File: config.mk
export PLATFORM = sky130hd
export DESIGN_NAME = fp_mul_pipe
export DESIGN_NICKNAME = d
export VERILOG_FILES = /design/src/rtl/fp_pkg.sv /design/src/rtl/fp_round_pack.sv /design/src/rtl/fp_mul_pipe.sv
export SDC_FILE = /design/constraint.sdc
export NUM_CORES = 2
export LEC_CHECK = 0
export ABC_AREA = 1
export CAP_MARGIN = 10
export CORE_ASPECT_RATIO = 2
export CORE_MARGIN = 5
export CORE_UTILIZATION = 51
export DETAILED_ROUTE_END_ITERATION = 10
export HOLD_SLACK_MARGIN = 0.05
export PLACE_DENSITY = 0.72
export SLEW_MARGIN = 20
export SYNTH_ARGS = -nofsm -noshare
export SYNTH_HDL_FRONTEND = slang
export SYNTH_HIERARCHICAL = 1
export SYNTH_SLANG_ARGS = --single-unit
File: constraint.sdc
create_clock -name clk -period 7.8 [get_ports clk]
set_clock_uncertainty 0.15 [all_clocks]
set_input_delay 1.56 -clock clk [delete_from_list [all_inputs] [get_ports clk]]
set_output_delay 1.56 -clock clk [all_outputs]
set_load 0.005 [all_outputs]
File: src/rtl/fp_pkg.sv
// Shared floating-point package: class enum, flag indices and format helpers.
// The IEEE754 macro gives the packed {sign, exp, mant} layout for any format.
`ifndef FP_PKG_IEEE754
`define FP_PKG_IEEE754
`define IEEE754(NX, NM) struct packed { \
  logic sign; \
  logic [(NX)-1:0] exp; \
  logic [(NM)-1:0] mant; \
}
`endif

package fp_pkg;

  localparam int FLG_NV = 3;
  localparam int FLG_OF = 2;
  localparam int FLG_UF = 1;
  localparam int FLG_NX = 0;

  typedef enum logic [2:0] {
    FC_ZERO,
    FC_NORM,
    FC_INF,
    FC_QNAN,
    FC_SNAN
  } fclass_t;

  function automatic int EXP_OFFSET(int nx);
    return (1 << (nx - 1)) - 1;
  endfunction

  // Wide result; callers keep the low 1+NX+NM bits.
  function automatic logic [127:0] FP_QNAN(int nx, int nm);
    logic [127:0] r;
    r = '0;
    r = r | (((128'd1 << nx) - 128'd1) << nm);
    r = r | (128'd1 << (nm - 1));
    return r;
  endfunction

  // Subnormals fall into FC_ZERO: they are flushed.
  function automatic fclass_t fp_classify(
    input logic exp_zero,
    input logic exp_ones,
    input logic mant_zero,
    input logic mant_msb
  );
    fclass_t c;
    c = FC_NORM;
    if (exp_zero) c = FC_ZERO;
    else if (exp_ones && mant_zero) c = FC_INF;
    else if (exp_ones && mant_msb) c = FC_QNAN;
    else if (exp_ones) c = FC_SNAN;
    return c;
  endfunction

endpackage

File: src/rtl/fp_round_pack.sv
// Normalise, round-to-nearest-even and pack a raw significand product.
// Saturates to inf on overflow and flushes to zero on underflow.
module fp_round_pack
  import fp_pkg::*;
#(
  parameter int NX = 8,
  parameter int NM = 23
) (
  input  logic                 sign,
  input  logic signed [NX+1:0] e,
  input  logic [2*NM+1:0]      p,
  output logic [NX+NM:0]       z,
  output logic [3:0]           flags
);

  localparam int EW = NX + 2;
  localparam logic signed [EW-1:0] E_ONE  = EW'(1);
  localparam logic signed [EW-1:0] E_ZERO = '0;
  localparam logic signed [EW-1:0] E_MAX  = EW'((1 << NX) - 1);

  logic [NM-1:0]          frac;
  logic                   g;
  logic                   s;
  logic                   inc;
  logic [NM:0]            sum;
  logic signed [EW-1:0]   en;
  logic signed [EW-1:0]   er;

  always_comb begin
    if (p[2*NM+1]) begin
      frac = p[2*NM:NM+1];
      g    = p[NM];
      s    = |p[NM-1:0];
      en   = e + E_ONE;
    end else begin
      frac = p[2*NM-1:NM];
      g    = p[NM-1];
      s    = |p[NM-2:0];
      en   = e;
    end
    inc = g & (s | frac[0]);
    sum = {1'b0, frac} + {{NM{1'b0}}, inc};
    // A carry leaves the fraction at zero already.
    er  = sum[NM] ? en + E_ONE : en;

    z     = {sign, er[NX-1:0], sum[NM-1:0]};
    flags = '0;
    flags[FLG_NX] = g | s;
    if (er >= E_MAX) begin
      z = {sign, {NX{1'b1}}, {NM{1'b0}}};
      flags[FLG_OF] = 1'b1;
      flags[FLG_NX] = 1'b1;
    end else if (er <= E_ZERO) begin
      z = {sign, {NX{1'b0}}, {NM{1'b0}}};
      flags[FLG_UF] = 1'b1;
      flags[FLG_NX] = 1'b1;
    end
  end

endmodule

File: src/rtl/fp_mul_pipe.sv
// Three-stage IEEE-754 multiplier: unpack, multiply, round/pack.
// Whole pipe advances together; backpressure stalls every stage.
module fp_mul_pipe
  import fp_pkg::*;
#(
  parameter int NX = 8,
  parameter int NM = 23
) (
  input  logic           clk,
  input  logic           rst_n,
  input  logic           in_valid,
  output logic           in_ready,
  input  logic [NX+NM:0] in_a,
  input  logic [NX+NM:0] in_b,
  output logic           out_valid,
  input  logic           out_ready,
  output logic [NX+NM:0] out_z,
  output logic [3:0]     out_flags
);

  localparam int W  = 1 + NX + NM;
  localparam int EW = NX + 2;
  localparam int PW = 2 * NM + 2;
  localparam logic [127:0] QNAN_W = FP_QNAN(NX, NM);
  localparam logic [W-1:0] QNAN   = QNAN_W[W-1:0];
  localparam logic signed [EW-1:0] E_OFF = EW'(EXP_OFFSET(NX));

  typedef `IEEE754(NX, NM) fp_t;

  fp_t a;
  fp_t b;
  assign a = in_a;
  assign b = in_b;

  logic adv;
  assign adv      = out_ready | ~out_valid;
  assign in_ready = adv;

  fclass_t              ca;
  fclass_t              cb;
  logic signed [EW-1:0] e_in;

  assign ca = fp_classify(a.exp == '0, &a.exp,
                          a.mant == '0, a.mant[NM-1]);
  assign cb = fp_classify(b.exp == '0, &b.exp,
                          b.mant == '0, b.mant[NM-1]);
  assign e_in = $signed({2'b00, a.exp})
              + $signed({2'b00, b.exp}) - E_OFF;

  logic                 v1, v2;
  logic                 s1_sign, s2_sign;
  logic signed [EW-1:0] s1_e, s2_e;
  logic [NM:0]          s1_ma, s1_mb;
  logic [PW-1:0]        s2_p;
  fclass_t              s1_ca, s1_cb, s2_ca, s2_cb;

  always_ff @(posedge clk or negedge rst_n) begin
    if (!rst_n) begin
      v1      <= 1'b0;
      s1_sign <= 1'b0;
      s1_e    <= '0;
      s1_ma   <= '0;
      s1_mb   <= '0;
      s1_ca   <= FC_ZERO;
      s1_cb   <= FC_ZERO;
      v2      <= 1'b0;
      s2_sign <= 1'b0;
      s2_e    <= '0;
      s2_p    <= '0;
      s2_ca   <= FC_ZERO;
      s2_cb   <= FC_ZERO;
    end else if (adv) begin
      v1      <= in_valid;
      s1_sign <= a.sign ^ b.sign;
      s1_e    <= e_in;
      s1_ma   <= {1'b1, a.mant};
      s1_mb   <= {1'b1, b.mant};
      s1_ca   <= ca;
      s1_cb   <= cb;
      v2      <= v1;
      s2_sign <= s1_sign;
      s2_e    <= s1_e;
      s2_p    <= PW'(s1_ma) * PW'(s1_mb);
      s2_ca   <= s1_ca;
      s2_cb   <= s1_cb;
    end
  end

  logic [W-1:0] rp_z;
  logic [3:0]   rp_f;

  fp_round_pack #(.NX(NX), .NM(NM)) u_round_pack (
    .sign  (s2_sign),
    .e     (s2_e),
    .p     (s2_p),
    .z     (rp_z),
    .flags (rp_f)
  );

  logic         any_nan, any_snan, any_inf;
  logic         any_zero, inf_zero;
  logic         c_nan, c_inf, c_zero, c_norm;
  logic [W-1:0] z_nx;
  logic [3:0]   f_nx;

  always_comb begin
    any_nan  = (s2_ca inside {FC_QNAN, FC_SNAN})
             | (s2_cb inside {FC_QNAN, FC_SNAN});
    any_snan = (s2_ca == FC_SNAN) | (s2_cb == FC_SNAN);
    any_inf  = (s2_ca == FC_INF) | (s2_cb == FC_INF);
    any_zero = (s2_ca == FC_ZERO) | (s2_cb == FC_ZERO);
    inf_zero = any_inf & any_zero;
    c_nan    = any_nan | inf_zero;
    c_inf    = ~c_nan & any_inf;
    c_zero   = ~c_nan & ~any_inf & any_zero;
    c_norm   = ~c_nan & ~any_inf & ~any_zero;
    z_nx     = rp_z;
    f_nx     = rp_f;
    unique case (1'b1)
      c_nan: begin
        z_nx = QNAN;
        f_nx = '0;
        f_nx[FLG_NV] = inf_zero | any_snan;
      end
      c_inf: begin
        z_nx = {s2_sign, {NX{1'b1}}, {NM{1'b0}}};
        f_nx = '0;
      end
      c_zero: begin
        z_nx = {s2_sign, {(NX+NM){1'b0}}};
        f_nx = '0;
      end
      c_norm: begin
        z_nx = rp_z;
        f_nx = rp_f;
      end
    endcase
  end

  always_ff @(posedge clk or negedge rst_n) begin
    if (!rst_n) begin
      out_valid <= 1'b0;
      out_z     <= '0;
      out_flags <= '0;
    end else if (adv) begin
      out_valid <= v2;
      out_z     <= z_nx;
      out_flags <= f_nx;
    end
  end

endmodule
* Word level (Yosys, flattened, before mapping)
Index checks and enable logic that the tools add are counted.
Widths: inputs -> output; s select.
** Operators by class
- Add/sub/neg operators :: 5
- Multipliers :: 1
- Div/mod/pow operators :: 0
- $lt $le $gt $ge :: 2
- Eq/ne operators :: 6
- Shifts and indexed selects :: 0
- Mux-type cells :: 21
- Bitwise gates (word level) :: 20
- Reduce and logical (&&, ||, !) cells :: 17
** Operators with widths (number)
- $pmux 32 s4 :: 1
- $mux 31 :: 2
- $mul 24x24->48 :: 1
- $logic_not 23->1 :: 2
- $add 23x1->24 :: 1
- $mux 3 :: 8
- $mux 23 :: 1
- $reduce_or 23->1 :: 1
- $reduce_or 22->1 :: 1
- $add 10x2->10 const B :: 2
- $mux 10 :: 2
- $logic_not 8->1 :: 2
- $reduce_and 8->1 :: 2
- $eq 3x2->1 const B :: 4
- $pmux 4 s3 :: 1
- $ge 10x9->1 const B :: 1
- $le 10x1->1 const B :: 1
- $sub 9x7->10 const B :: 1
- $add 8x8->9 :: 1
- $or 1x1->1 :: 9
- $and 1x1->1 :: 6
- $eq 3x3->1 const B :: 2
- $logic_not 3->1 :: 2
- $mux 1 :: 5
- 6 further kinds :: 13
** Word-level totals
- Register bits :: 169
- Latch bits :: 0
- Bits in writable memories :: 0
- Memory bits (read-only) :: 0
- Input bits :: 68
- Output and inout bits :: 38
- Logic and storage cells :: 88
- Memories kept :: 0

* Logic depth before layout (Yosys ltp)
- Word-level depth :: 10
- Mapped depth :: 31
- Depth with buffers taken out :: 29

* Modules after synthesis
Netlist, hierarchy kept.
** Modules (own cells, without submodules)
- fp_mul_pipe :: times used 1, cells an instance 3708, area an instance 27695.3 um^2, sequential area each 4204.0 um^2
- fp_round_pack :: times used 1, cells an instance 482, area an instance 2449.8 um^2, sequential area each 0.0 um^2

* Worst setup path after synthesis
Ideal clock, no wire load.
- Kind :: reg-to-reg
- Start :: register s1_ma[13]
- End :: register s2_p[46]
- Setup time :: 0.117 ns
- Arrival time :: 5.828 ns
- Required time :: 7.533 ns
- Slack :: 1.704 ns
- Stages on the path, launching flop included :: 30
- Buffers on the path :: 2
- Period minus slack after synthesis :: 6.096 ns
- Cell sequence :: dfrtp_1 > clkbuf_1 > clkbuf_1 > nand2_1 > fa_1 > inv_1 > fa_1 > inv_1 > fa_1 > inv_1 > fa_1 > inv_1 > fa_1 > inv_1 > fa_1 > inv_1 > fa_1 > inv_1 > ha_1 > nand2_1 > nor2_2 > inv_1 > nor2_2 > nand2_1 > nor2_1 > nand2_1 > nand3_1 > nand2_1 > nand3_1 > nand2_1
** Between the ends
- Longest elaborated chain between the ends :: 1
** RTL lines
- start: declaration :: RTL line fp_mul_pipe.sv:53 : logic [NM:0] s1_ma, s1_mb;
- start signal: assignment :: RTL line fp_mul_pipe.sv:76 : s1_ma <= {1'b1, a.mant};
- $mul 24x24->48 :: RTL line fp_mul_pipe.sv:83 : s2_p <= PW'(s1_ma) * PW'(s1_mb);
- end signal: assignment :: RTL line fp_mul_pipe.sv:83
- end: declaration :: RTL line fp_mul_pipe.sv:54 : logic [PW-1:0] s2_p;
No other way between the ends.
A chain may end at the register's enable or synchronous reset.

* Final worst setup path
- Start :: register s1_ma[12]
- End :: register s2_p[37]
Same word-level chain as after synthesis.

==> run metrics <==
R2R Path End s2_p[37]; Yosys top cell by area fa_1; Multi-input gate area about 0.021 mm2; mapped cell area 0.0301 mm2; cell count after synthesis 4190; Hold Crit Depth 2; CTS Root Cell clkbuf_16; Worst Hold End out_valid; die width 182 um; post-synthesis sequential area ratio 0.139; clk slew on worst S/H paths 0.09 ns; setup tns final 0 ns; Yosys Warn Count 6; Final Cell Area ~0.032 mm2; num ports 106; Final nets a little under 5000; I/O Buffers about 110; largest net degree at the start of global routing 100; flop-to-flop setup slack 0.72 ns; Post-Syn Area per Cell 7.19 um2; initial drt markers 1467; register area 0.00421 mm2; row cnt 126; ys async rst share 1.00; H-tree Lvls 4; CTS buffer count 17; final setup fails 0; Slew HR 0.251; Final Cycle Share 0.907; vias in the first global route between 20000 and 30000; hold_sp v2; Post-Syn Nets 4933; Final Wtd Congestion about 1; Die H 354 um; crit path max fanout 18; outcome finished, final reports clean; endpoints failing hold 0; clk_lat worst skew 0.47 ns; Filler Cell Count between 5000 and 6000; grt total ovfl 0; Resized Gates After CTS 0; RSZ-0062 raised after global routing false; GRT Util Overall 0.292; Hold Path Class register to register; Post-DRT Antenna Nets 0; first-pass GRT wire length 145 mm; synthesis-stage register bit count 168; via/cell ratio 5.18; Post-CTS Hold Buffers 0; synth-to-layout area growth 7.53%; reg-to-reg startpoint s1_ma[12]; Setup CP Type register to register; total wire length 92.0 mm; DRT Pass-1 Iters 5; Worst Tran Pin Value 1.12 ns; Critical Path AT 7.29 ns; crit path capture type register; DP Wirelength between 70 and 80 mm; Distinct cells, synth roughly 50; crit path time final 7.08 ns; max-cap violation count 0; Max clock buf depth 2; synth cell count leaders nand2_1, inv_1, fa_1; WL/cell 18.5 um; final hold slack between 0.3 and 0.4 ns; CTS tree built; most common cell in the synthesized netlist nand2_1; die area between 0.06 and 0.07 mm2; Critical Path RT 8.01 ns; core area 0.0588 mm2; Post-synth EDFFs 0; Highest Clock Rate between 100 and 150 MHz; routed via count roughly 26000; startpoint types register; Synth Flop Type dfrtp_1; share of layout cells above drive strength 1 0.0494; DRC viols 0; Post-DP Area around 0.032 mm2; Max Transition Viols Final 0; clk sink count roughly 170; Synth area leaders fa_1, nand2_1, dfrtp_1; Reg2Reg Depth 26; area share of the largest cell type after synthesis 0.321; initial antenna violation count 1; setup bufs post-CTS 0; Initial Utilization 0.513
## worst max-delay path by stage
stage / slack (ns) / depth (start not counted) / to / start
after floorplan: 1.70 / 29 / s2_p[46] / s1_ma[13]
after global placement: 0.72 / 27 / s2_p[38] / s1_ma[13]
after CTS: 0.68 / 27 / s2_p[38] / s1_ma[13]
final: 0.72 / 26 / s2_p[37] / s1_ma[12]
after detailed placement: 0.70 / 27 / s2_p[38] / s1_ma[13]
after global routing: 0.45 / 25 / s2_p[38] / s1_ma[20]
## cell usage in the layout, fill, tap and decap left out, types with 3 or more instances in the layout
master,synthesis,final
nand2_1,1438,1438
inv_1,1092,1092
fa_1,483,483
ha_1,192,192
dfrtp_1,168,166
nor2_1,133,132
nand3_1,114,114
clkdlybuf4s50_1,0,104
o21ai_0,74,74
buf_4,5,59
a21oi_1,37,37
nand2_2,29,29
xnor2_1,27,27
nor2_2,25,25
nand4_1,25,25
nor4_1,19,18
o21ai_1,18,18
nor2_4,16,17
clkbuf_16,0,17
nor3_1,17,16
xor2_1,14,14
nand3_2,11,11
nand3b_1,11,11
inv_2,11,10
a31oi_1,5,5
o21ai_2,4,4
o21bai_1,4,4
or2_1,4,4
clkinv_8,0,4
inv_8,0,4
o31ai_1,3,3
or2_2,3,3
## through the flow
| step | setup slack (ns) | util | cells |
|---|---|---|---|
| after CTS | 0.677 | 0.551 | 4960 |
| after global placement | 0.717 | 0.540 | 4928 |
| after detailed placement | 0.700 | 0.541 | 4928 |
| final | 0.724 | 0.551 | 4961 |
| after floorplan | 1.70 | - | 4190 |
| after global routing | 0.455 | 0.551 | 4960 |
## layer usage
layer,share of wire,global-route usage
met1,0.32,0.276
met2,0.53,0.548
met3,0.044,0.0307
met4,0.11,0.250
met5,0,0
## sequential cells by signal, summed over array words and instances (netlist names), 3 cells and up
signal,flops
s1_mb,23
s2_e,10
out_z,32
s1_cb,3
s1_ma,24
s2_p,48
s1_ca,3
out_flags,4
s2_cb,3
s1_e,10
s2_ca,3
## cell families (layout without fill, tap and decap cells)
| kind of cell | Yosys count | after routing | synth area share |
|---|---|---|---|
| buffers and inverters | 1301 | 1303 | 0.166 |
| DFF | 168 | 168 | 0.139 |
| and+or+nand+nor | 1853 | 1853 | 0.255 |
| AOI/OAI and AO/OA | 151 | 151 | 0.0273 |
| other | 1 | 2 | 0.000124 |
| xor gates and xnor gates | 41 | 41 | 0.0119 |
| adders and majority gates | 675 | 675 | 0.400 |
## area by class of cell
class / count / area share
Multi-Input combinational cell: 2721 / 0.646
Sequential cell: 168 / 0.130
Inverter: 1106 / 0.128
Timing Repair Buffer: 165 / 0.0467
Tap cell: 768 / 0.0296
Clock buffer: 17 / 0.0131
Clock inverter: 15 / 0.00610
Antenna cell: 1 / 0.0000772
## critical path: stages, from the launching register on
cell	delay, ns
dfrtp_1	0.94
buf_4	0.31
nand2_1	0.06
inv_1	0.09
fa_1	0.43
fa_1	0.57
inv_1	0.08
fa_1	0.53
inv_1	0.05
fa_1	0.45
fa_1	0.48
fa_1	0.55
inv_1	0.05
fa_1	0.47
inv_1	0.05
ha_1	0.43
nand2_1	0.16
nor2_2	0.26
inv_2	0.06
nor2_2	0.19
nand2_1	0.10
nand2_2	0.12
nand2_1	0.12
nand2_1	0.08
nand2_1	0.05
nand3_1	0.07
nand2_1	0.06
Power is left out: the tool's default activity adds up to more than one toggle a clock period on the data nets, which glitch-free logic cannot reach.
